==> src/rtl/pipeline_hazard_ctrl.sv <==
// pipeline_hazard_ctrl
// Stall/flush sequencer for the five-stage SCPU pipeline. It combines
// three sources of pipeline control, in priority order:
//   1. a data-memory wait (mem_req without mem_ack),
//   2. a taken branch/jump resolved in EX,
//   3. a load-use hazard between EX and ID.
// A three-state FSM (RUN / MEM_WAIT / FAULT) tracks long memory waits and
// raises a sticky fault when the wait exceeds TIMEOUT cycles. Two wrapping
// counters report stall cycles and branch flushes to the debug path.
//
// All stall/flush outputs are combinational from the current inputs and the
// registered state, so the pipeline registers act on them at the same edge.
// The top-level port names are fixed by the surrounding SCPU netlist.

`timescale 1ns/1ps

module pipeline_hazard_ctrl #(
    parameter int unsigned TIMEOUT = 16,   // legal range 2..65535
    parameter int unsigned CNT_W   = 32
) (
    input  logic             clk,
    input  logic             rst,
    input  logic [4:0]       id_rs1_addr,
    input  logic [4:0]       id_rs2_addr,
    input  logic             id_uses_rs1,
    input  logic             id_uses_rs2,
    input  logic             ex_mem_read,
    input  logic [4:0]       ex_rd_addr,
    input  logic             ex_branch_taken,
    input  logic             mem_req,
    input  logic             mem_ack,
    output logic             pc_stall,
    output logic             ifid_stall,
    output logic             ifid_flush,
    output logic             idex_stall,
    output logic             idex_flush,
    output logic             exmem_stall,
    output logic             memwb_flush,
    output logic             mem_fault,
    output logic [1:0]       state,
    output logic [CNT_W-1:0] stall_cycles,
    output logic [CNT_W-1:0] flush_count
);

    typedef enum logic [1:0] {
        ST_RUN      = 2'd0,
        ST_MEM_WAIT = 2'd1,
        ST_FAULT    = 2'd2
    } state_t;

    // The first hold cycle is spent in RUN with the counter at 0, so the
    // counter's incremented value reaching TIMEOUT-1 inside MEM_WAIT marks
    // the TIMEOUT-th consecutive hold cycle.
    localparam logic [15:0] WAIT_LAST = 16'(TIMEOUT - 1);

    state_t           state_q;
    state_t           state_d;
    logic [15:0]      wait_cnt_q;
    logic [15:0]      wait_cnt_d;
    logic [15:0]      wait_inc_s;
    logic [CNT_W-1:0] stall_cnt_q;
    logic [CNT_W-1:0] stall_cnt_d;
    logic [CNT_W-1:0] flush_cnt_q;
    logic [CNT_W-1:0] flush_cnt_d;

    logic mem_hold_s;
    logic rs1_hit_s;
    logic rs2_hit_s;
    logic load_use_s;

    logic pc_stall_s;
    logic ifid_stall_s;
    logic ifid_flush_s;
    logic idex_stall_s;
    logic idex_flush_s;
    logic exmem_stall_s;
    logic memwb_flush_s;

    // Hazard detection terms; x0 never creates a dependency.
    always_comb begin
        mem_hold_s = mem_req & ~mem_ack;
        rs1_hit_s  = id_uses_rs1 & (id_rs1_addr == ex_rd_addr);
        rs2_hit_s  = id_uses_rs2 & (id_rs2_addr == ex_rd_addr);
        load_use_s = ex_mem_read & (ex_rd_addr != 5'd0) & (rs1_hit_s | rs2_hit_s);
    end

    // FSM state and wait counter registers.
    always_ff @(posedge clk or posedge rst) begin
        if (rst) begin
            state_q    <= ST_RUN;
            wait_cnt_q <= 16'd0;
        end else begin
            state_q    <= state_d;
            wait_cnt_q <= wait_cnt_d;
        end
    end

    // Next-state logic: enter MEM_WAIT on a hold, leave on ack, fault on timeout.
    always_comb begin
        state_d    = state_q;
        wait_cnt_d = 16'd0;
        wait_inc_s = wait_cnt_q + 16'd1;
        case (state_q)
            ST_RUN: begin
                if (mem_hold_s) begin
                    state_d = ST_MEM_WAIT;
                end else begin
                    state_d = ST_RUN;
                end
            end
            ST_MEM_WAIT: begin
                wait_cnt_d = wait_inc_s;
                if (mem_ack) begin
                    // An ack on the timeout cycle wins over the fault.
                    state_d = ST_RUN;
                end else if (wait_inc_s == WAIT_LAST) begin
                    state_d = ST_FAULT;
                end else begin
                    state_d = ST_MEM_WAIT;
                end
            end
            ST_FAULT: begin
                state_d    = ST_FAULT;
                wait_cnt_d = wait_cnt_q;
            end
            default: begin
                state_d = ST_RUN;
            end
        endcase
    end

    // Stall/flush outputs by priority: reset, fault, memory hold, branch, load-use.
    always_comb begin
        pc_stall_s    = 1'b0;
        ifid_stall_s  = 1'b0;
        ifid_flush_s  = 1'b0;
        idex_stall_s  = 1'b0;
        idex_flush_s  = 1'b0;
        exmem_stall_s = 1'b0;
        memwb_flush_s = 1'b0;
        if (rst) begin
            pc_stall_s = 1'b0;
        end else if (state_q == ST_FAULT) begin
            // Freeze the whole pipeline and keep bubbling MEM/WB.
            pc_stall_s    = 1'b1;
            ifid_stall_s  = 1'b1;
            idex_stall_s  = 1'b1;
            exmem_stall_s = 1'b1;
            memwb_flush_s = 1'b1;
        end else if (mem_hold_s) begin
            // EX is held too, so a concurrent branch re-presents later.
            pc_stall_s    = 1'b1;
            ifid_stall_s  = 1'b1;
            idex_stall_s  = 1'b1;
            exmem_stall_s = 1'b1;
            memwb_flush_s = 1'b1;
        end else if (ex_branch_taken) begin
            // Wrong-path instructions in IF/ID and ID/EX are squashed.
            ifid_flush_s = 1'b1;
            idex_flush_s = 1'b1;
        end else if (load_use_s) begin
            // Hold the consumer in ID for one cycle and bubble EX.
            pc_stall_s   = 1'b1;
            ifid_stall_s = 1'b1;
            idex_flush_s = 1'b1;
        end else begin
            pc_stall_s = 1'b0;
        end
    end

    // Next values of the statistics counters; both wrap naturally.
    always_comb begin
        stall_cnt_d = stall_cnt_q + CNT_W'(pc_stall_s);
        flush_cnt_d = flush_cnt_q + CNT_W'(ifid_flush_s);
    end

    // Statistics counter registers.
    always_ff @(posedge clk or posedge rst) begin
        if (rst) begin
            stall_cnt_q <= '0;
            flush_cnt_q <= '0;
        end else begin
            stall_cnt_q <= stall_cnt_d;
            flush_cnt_q <= flush_cnt_d;
        end
    end

    assign pc_stall     = pc_stall_s;
    assign ifid_stall   = ifid_stall_s;
    assign ifid_flush   = ifid_flush_s;
    assign idex_stall   = idex_stall_s;
    assign idex_flush   = idex_flush_s;
    assign exmem_stall  = exmem_stall_s;
    assign memwb_flush  = memwb_flush_s;
    assign mem_fault    = (state_q == ST_FAULT);
    assign state        = state_q;
    assign stall_cycles = stall_cnt_q;
    assign flush_count  = flush_cnt_q;

endmodule
==> config.mk <==
export PLATFORM = sky130hd
export DESIGN_NAME = pipeline_hazard_ctrl
export DESIGN_NICKNAME = d
export VERILOG_FILES = /design/src/rtl/pipeline_hazard_ctrl.sv
export SDC_FILE = /design/constraint.sdc
export NUM_CORES = 1
export LEC_CHECK = 0
export BUFFER_PORTS_ARGS = -buffer_cell sky130_fd_sc_hd__buf_4
export CAP_MARGIN = 5
export CORE_UTILIZATION = 45
export CTS_CLUSTER_DIAMETER = 50
export CTS_CLUSTER_SIZE = 8
export DETAILED_ROUTE_END_ITERATION = 8
export PLACE_DENSITY = 0.69
export SLEW_MARGIN = 10
export SYNTH_ARGS = -nofsm -noshare
export SYNTH_HDL_FRONTEND = slang
export SYNTH_SLANG_ARGS = --single-unit
==> constraint.sdc <==
create_clock -name clk -period 9.85 [get_ports clk]
set_input_delay 1.97 -clock clk [delete_from_list [all_inputs] [get_ports clk]]
set_output_delay 1.97 -clock clk [all_outputs]
set_load 0.01 [all_outputs]
; Word-level counts from Yosys, hierarchy flattened
; Cells that the tools add are included.
[totals]
elab_cells = 42
register_bits = 82
out_inout_bits = 74
input_bits = 23
[op_classes]
eq_ne = 5
n_addsub = 3
muxes = 21
reduce_logical = 2
bitwise = 7
[ops]
columns = operator, count
row1 = $add A32 B1 Y32, 2
row2 = $pmux W16 S2, 1
row3 = $mux W1, 17
row4 = $add A16 B1 Y16 const B, 1
row5 = $eq A16 B4 Y1 const B, 1
row6 = $eq A5 B5 Y1, 2
row7 = $pmux W2 S3, 1
row8 = $and A1 B1 Y1, 5
row9 = $reduce_bool A5 Y1, 1
row10 = $mux W2, 2
row11 = $eq A2 B1 Y1 const B, 1
row12 = $eq A2 B2 Y1 const B, 1
row13 = $logic_not A2 Y1, 1
row14 = $not A1 Y1, 1
row15 = $or A1 B1 Y1, 1

; Longest topological paths before layout
[depth]
depth_word = 10
depth_mapped = 11
mapped_depth_nobuf = 11

; Worst setup path after synthesis
; No wires, ideal clock.
[synth_timing]
path_kind = input port to output port
from = input rst
to = output pc_stall
path_slack_ns = 3.233
arrival_time_ns = 4.647
required_time_ns = 7.880
n_path_buf = 1
path_stages = 4
path_cell_list = inv_1 -> o2111ai_1 -> o22ai_1 -> buf_4
[synth_between]
elab_chain_len = 1
[synth_rtl]
columns = element, line_no
row1 = "start, declared", 22  ; input logic rst,
row2 = $mux W1, -
row3 = "end, declared", 32  ; output logic pc_stall,
; No other way between the ends.

; Final worst setup path
[layout_timing]
from = input ex_rd_addr[0]
to = output ifid_stall
[layout_between]
elab_chain_len = 9
elab_cells_between_ends = 13
classes_between = eq/ne (2) / mux (5) / bitwise (5) / reduce/logical (1)
[layout_rtl]
columns = element, line_no
row1 = "start, declared", 28  ; input logic [4:0] ex_rd_addr,
row2 = $eq A5 B5 Y1 (on tied branches), "82, 83"
row3 = $and A1 B1 Y1 (on tied branches), "82, 83"
row4 = $or A1 B1 Y1, 84  ; load_use_s = ex_mem_read & (ex_rd_addr != 5'd0) & (rs1_hit_s | rs2_hit_s);
row5 = $and A1 B1 Y1 *, 84
row6 = $mux W1 *, 161  ; end else if (load_use_s) begin
row7 = $mux W1 *, 157  ; end else if (ex_branch_taken) begin
row8 = $mux W1 *, 150  ; end else if (mem_hold_s) begin
row9 = $mux W1 *, 143  ; end else if (state_q == ST_FAULT) begin
row10 = $mux W1 *, 141  ; if (rst) begin
row11 = "end, declared", 33  ; output logic ifid_stall,
; Mark *: on every way between the ends. The rest lies on a longest branch, timed or not.

==> parameters.txt <==
Parameter                              Value

Synthesis
  Area fraction of the dominant cell type after synthesis ... between 50% and 60%
  Mean post-synth cell area ... 10.4 sq um
  Post-synthesis net count ... between 400 and 500
  Count of mapped cells out of synthesis ... between 300 and 400
  Warnings, synthesis ... 0
  Leading area contributor after synthesis ... dfrtp_1
  Register area share after synthesis ... 50.4%
  Top cells by area in the synthesized netlist ... dfrtp_1, xnor2_1, xor2_1, nand2_1, nand3_1
  Post-Syn Area ... roughly 4100 sq um
  Post-synth cell types ... 44
  Synthesis-stage register bit count ... 82

Placed design
  Final HPWL from detailed placement ... between 6000 and 7000 um
  I/O Buffers ... between 90 and 100
  RePlAce Congestion ... ~0.76

Clock network
  Post-CTS setup buffer count ... 0
  H-tree levels ... 3
  TritonCTS clock tree ... yes
  CTS clk-pin slew, worst paths ... 90 ps
  Clock tree root buffer cell ... clkbuf_8
  Clock latency at the later pin of the worst-skew pair ... roughly 350 ps
  TritonCTS sink count ... slightly above 80
  Number of buffers created by CTS ... 9
  Post-cts repair resize count ... 0
  Hold Buf Count CTS ... 0
  Maximum buffer depth of the clock tree ... 2

Timing
  Number of setup violations in the final report ... 0
  Worst Skew ... ~8.2 ps
  Fin crit share ... a little over half
  Least-Margin Pin Slew ... around 1100 ps
  Total count of max-transition violations in the final report ... 0
  Endpoints failing hold ... 0
  Maximum clock frequency ... approximately 190 MHz
  Minimum clock period ... about 5400 ps
  Worst rel slew slack ... 29.7%
  Unrepaired setup endpoints after global routing ... false
  Setup tns final ... 0 ps

Route
  First-iteration detailed-routing DRC count ... 66
  Total Routed Length ... approximately 8500 um
  Length of the first detailed-routing pass in iterations ... 4
  Post-detailed-route wirelength per cell ... approximately 14 um
  Antenna Nets Post-Route ... 0
  Via count normalized by instance count ... between 5 and 6
  Remaining DRCs ... 0
  Via Count ... roughly 3200

Run
  Number of maximum-capacitance violations ... 0

Floorplan
  Die Y-Extent ... approximately 97 um
  Cell row count ... 34
  Starting density of the core ... between 40% and 50%
  Number of top-level pins ... between 90 and 100
  Horizontal die dimension ... 97.1 um
  Area enclosed by the die boundary ... 9430 sq um
  Std-Cell Core Area ... 8720 sq um

Cells and area
  Area of the multi-input gates ... approximately 1900 sq um
  Share of final-layout standard cells stronger than drive strength 1 ... 23.5%
  Antenna cells ... 0
  Sequential cell area ... slightly above 2000 sq um
  Commonest non-fill, non-tap cell in the layout ... buf_4
  Share of the core filled with cells ... between 50% and 60%
  Area Overhead vs Synth ... 25.0%
  NumNets Final ... 518
  Layout fillers ... 778
  Leading cell types in the layout, fill and taps excluded ... buf_4, dfrtp_1, xnor2_1, nand2_1, xor2_1

Setup path
  Crit. End Element ... output pin
  Critical path launch point type ... primary input
  Crit path required time ... between 7000 and 8000 ps
  Maximum net fanout on the critical path ... 3
  Worst Path Class, Setup ... in -> out
  Critical Path AT ... around 3400 ps

Power and ir drop
  Leakage ... about 2.4 nW
  Worst vdd rail ir drop ... 90.4 uV
  Total power divided by cell area ... 141 nW/um^2

Hold path
  Worst min-delay path class ... reg -> reg

Outcome
  Outcome ... complete, no violations

Global routing
  All-Layer GR Usage ... 19.3%
  Antenna violations before repair ... 0
  Number of global-route vias before repair ... between 3000 and 4000
  Remaining Overflow, GRT ... 0
  Wire length of the first global-routing pass ... 14800 um
  Pin count of the biggest net entering global routing ... 84
cell families after synthesis:
kind of cell | after synthesis | share of synthesized area (%)
AO/OA/AOI/OAI | 37 | 5.75
XOR/XNOR | 82 | 17.7
adder cells (fa/ha/maj) | 6 | 1.84
buffers and inverters | 23 | 2.80
flip-flops | 82 | 50.4
multiplexers | 1 | 0.277
AND/OR/NAND/NOR | 162 | 21.2
per-stage QoR:
step                      cell area (sq um)  power [W]  std cells  worst slack [ps]  hold slack [ps]
after floorplan                        4070   0.000404        393              3230              461
after CTS                              5090   0.000727        602              4340              479
after detailed placement               4860   0.000449        586              4340              463
final                                  5090   0.000716        602              4450              474
after global placement                 4860   0.000447        586              4410              458
after global routing                   5090   0.000752        602              4150              496
state kept, by name, indices dropped and copies added (netlist names):
signal        cells
state             2
wait_cnt_q       16
stall_cycles     32
flush_count      32
per-layer routing:
metal / up-vias / share of wire (%) / routed length (um) / GRT usage, %
met5: - / 0 / 0 / 0
li1: 1558 / - / - / -
met3: 8 / 4.7 / 400 / 4.89
met2: 83 / 48 / 4090 / 30.8
met1: 1528 / 46 / 3930 / 26.4
met4: 0 / 1.0 / 89 / 4.94
worst paths after layout:
check / startpoint / to / slack [ps] / cells past startpoint
worst max-delay path: ex_rd_addr[0] / ifid_stall / 4450 / 7
worst min-delay path: flush_count[31] / flush_count[31] / 470 / 1
worst max register to register: state[0] / stall_cycles[12] / 6650 / 10
worst min register to register: flush_count[31] / flush_count[31] / 470 / 1
max in group asynchronous: rst / flush_count[4] / 7190 / 3
min in group asynchronous: rst / flush_count[0] / 1940 / 3
cell usage after synthesis (all sizes together):
cell type / instances
nand4: 15
or3b: 4
mux2: 1
and2: 3
nor3: 12
a21bo: 1
o21a: 1
buf: 7
dfrtp: 82
xor2: 30
o211ai: 1
a22o: 1
clkbuf: 5
nand2: 42
a21oi: 3
and3: 13
a21o: 2
nor2: 20
o41ai: 1
o22ai: 4
nand2b: 2
o211a: 1
o2111ai: 2
ha: 6
nor3b: 1
xnor2: 52
nand3b: 3
or3: 2
a211oi: 1
and4: 9
a2111oi: 1
nor2b: 2
nand3: 24
or4b: 1
o21ai: 16
inv: 11
or4: 3
a31oi: 2
nor4: 6
critical path, cell delays in order:
cell and delay [ps]:
buf_4 120, xor2_1 150, nor4_1 300, and3_1 220
o2111ai_1 160, o22ai_1 320, buf_4 190
where the power goes:
group	total (W)	switching (W)	internal (W)
clock network	0.000276	0.000126	0.000151
registers	0.000368	0.0000174	0.000351
logic	0.0000720	0.0000349	0.0000371
total	0.000716	0.000178	0.000538
area by class of cell:
cell class,instances,share of cell area (%)
sequential,82,40.3
tap,108,2.66
clock inverter,6,1.75
clock buffer,10,2.71
timing repair buffer,97,14.3
inverter,11,0.836
multi-input combinational,288,37.4
(Power assumes the default switching activity.)
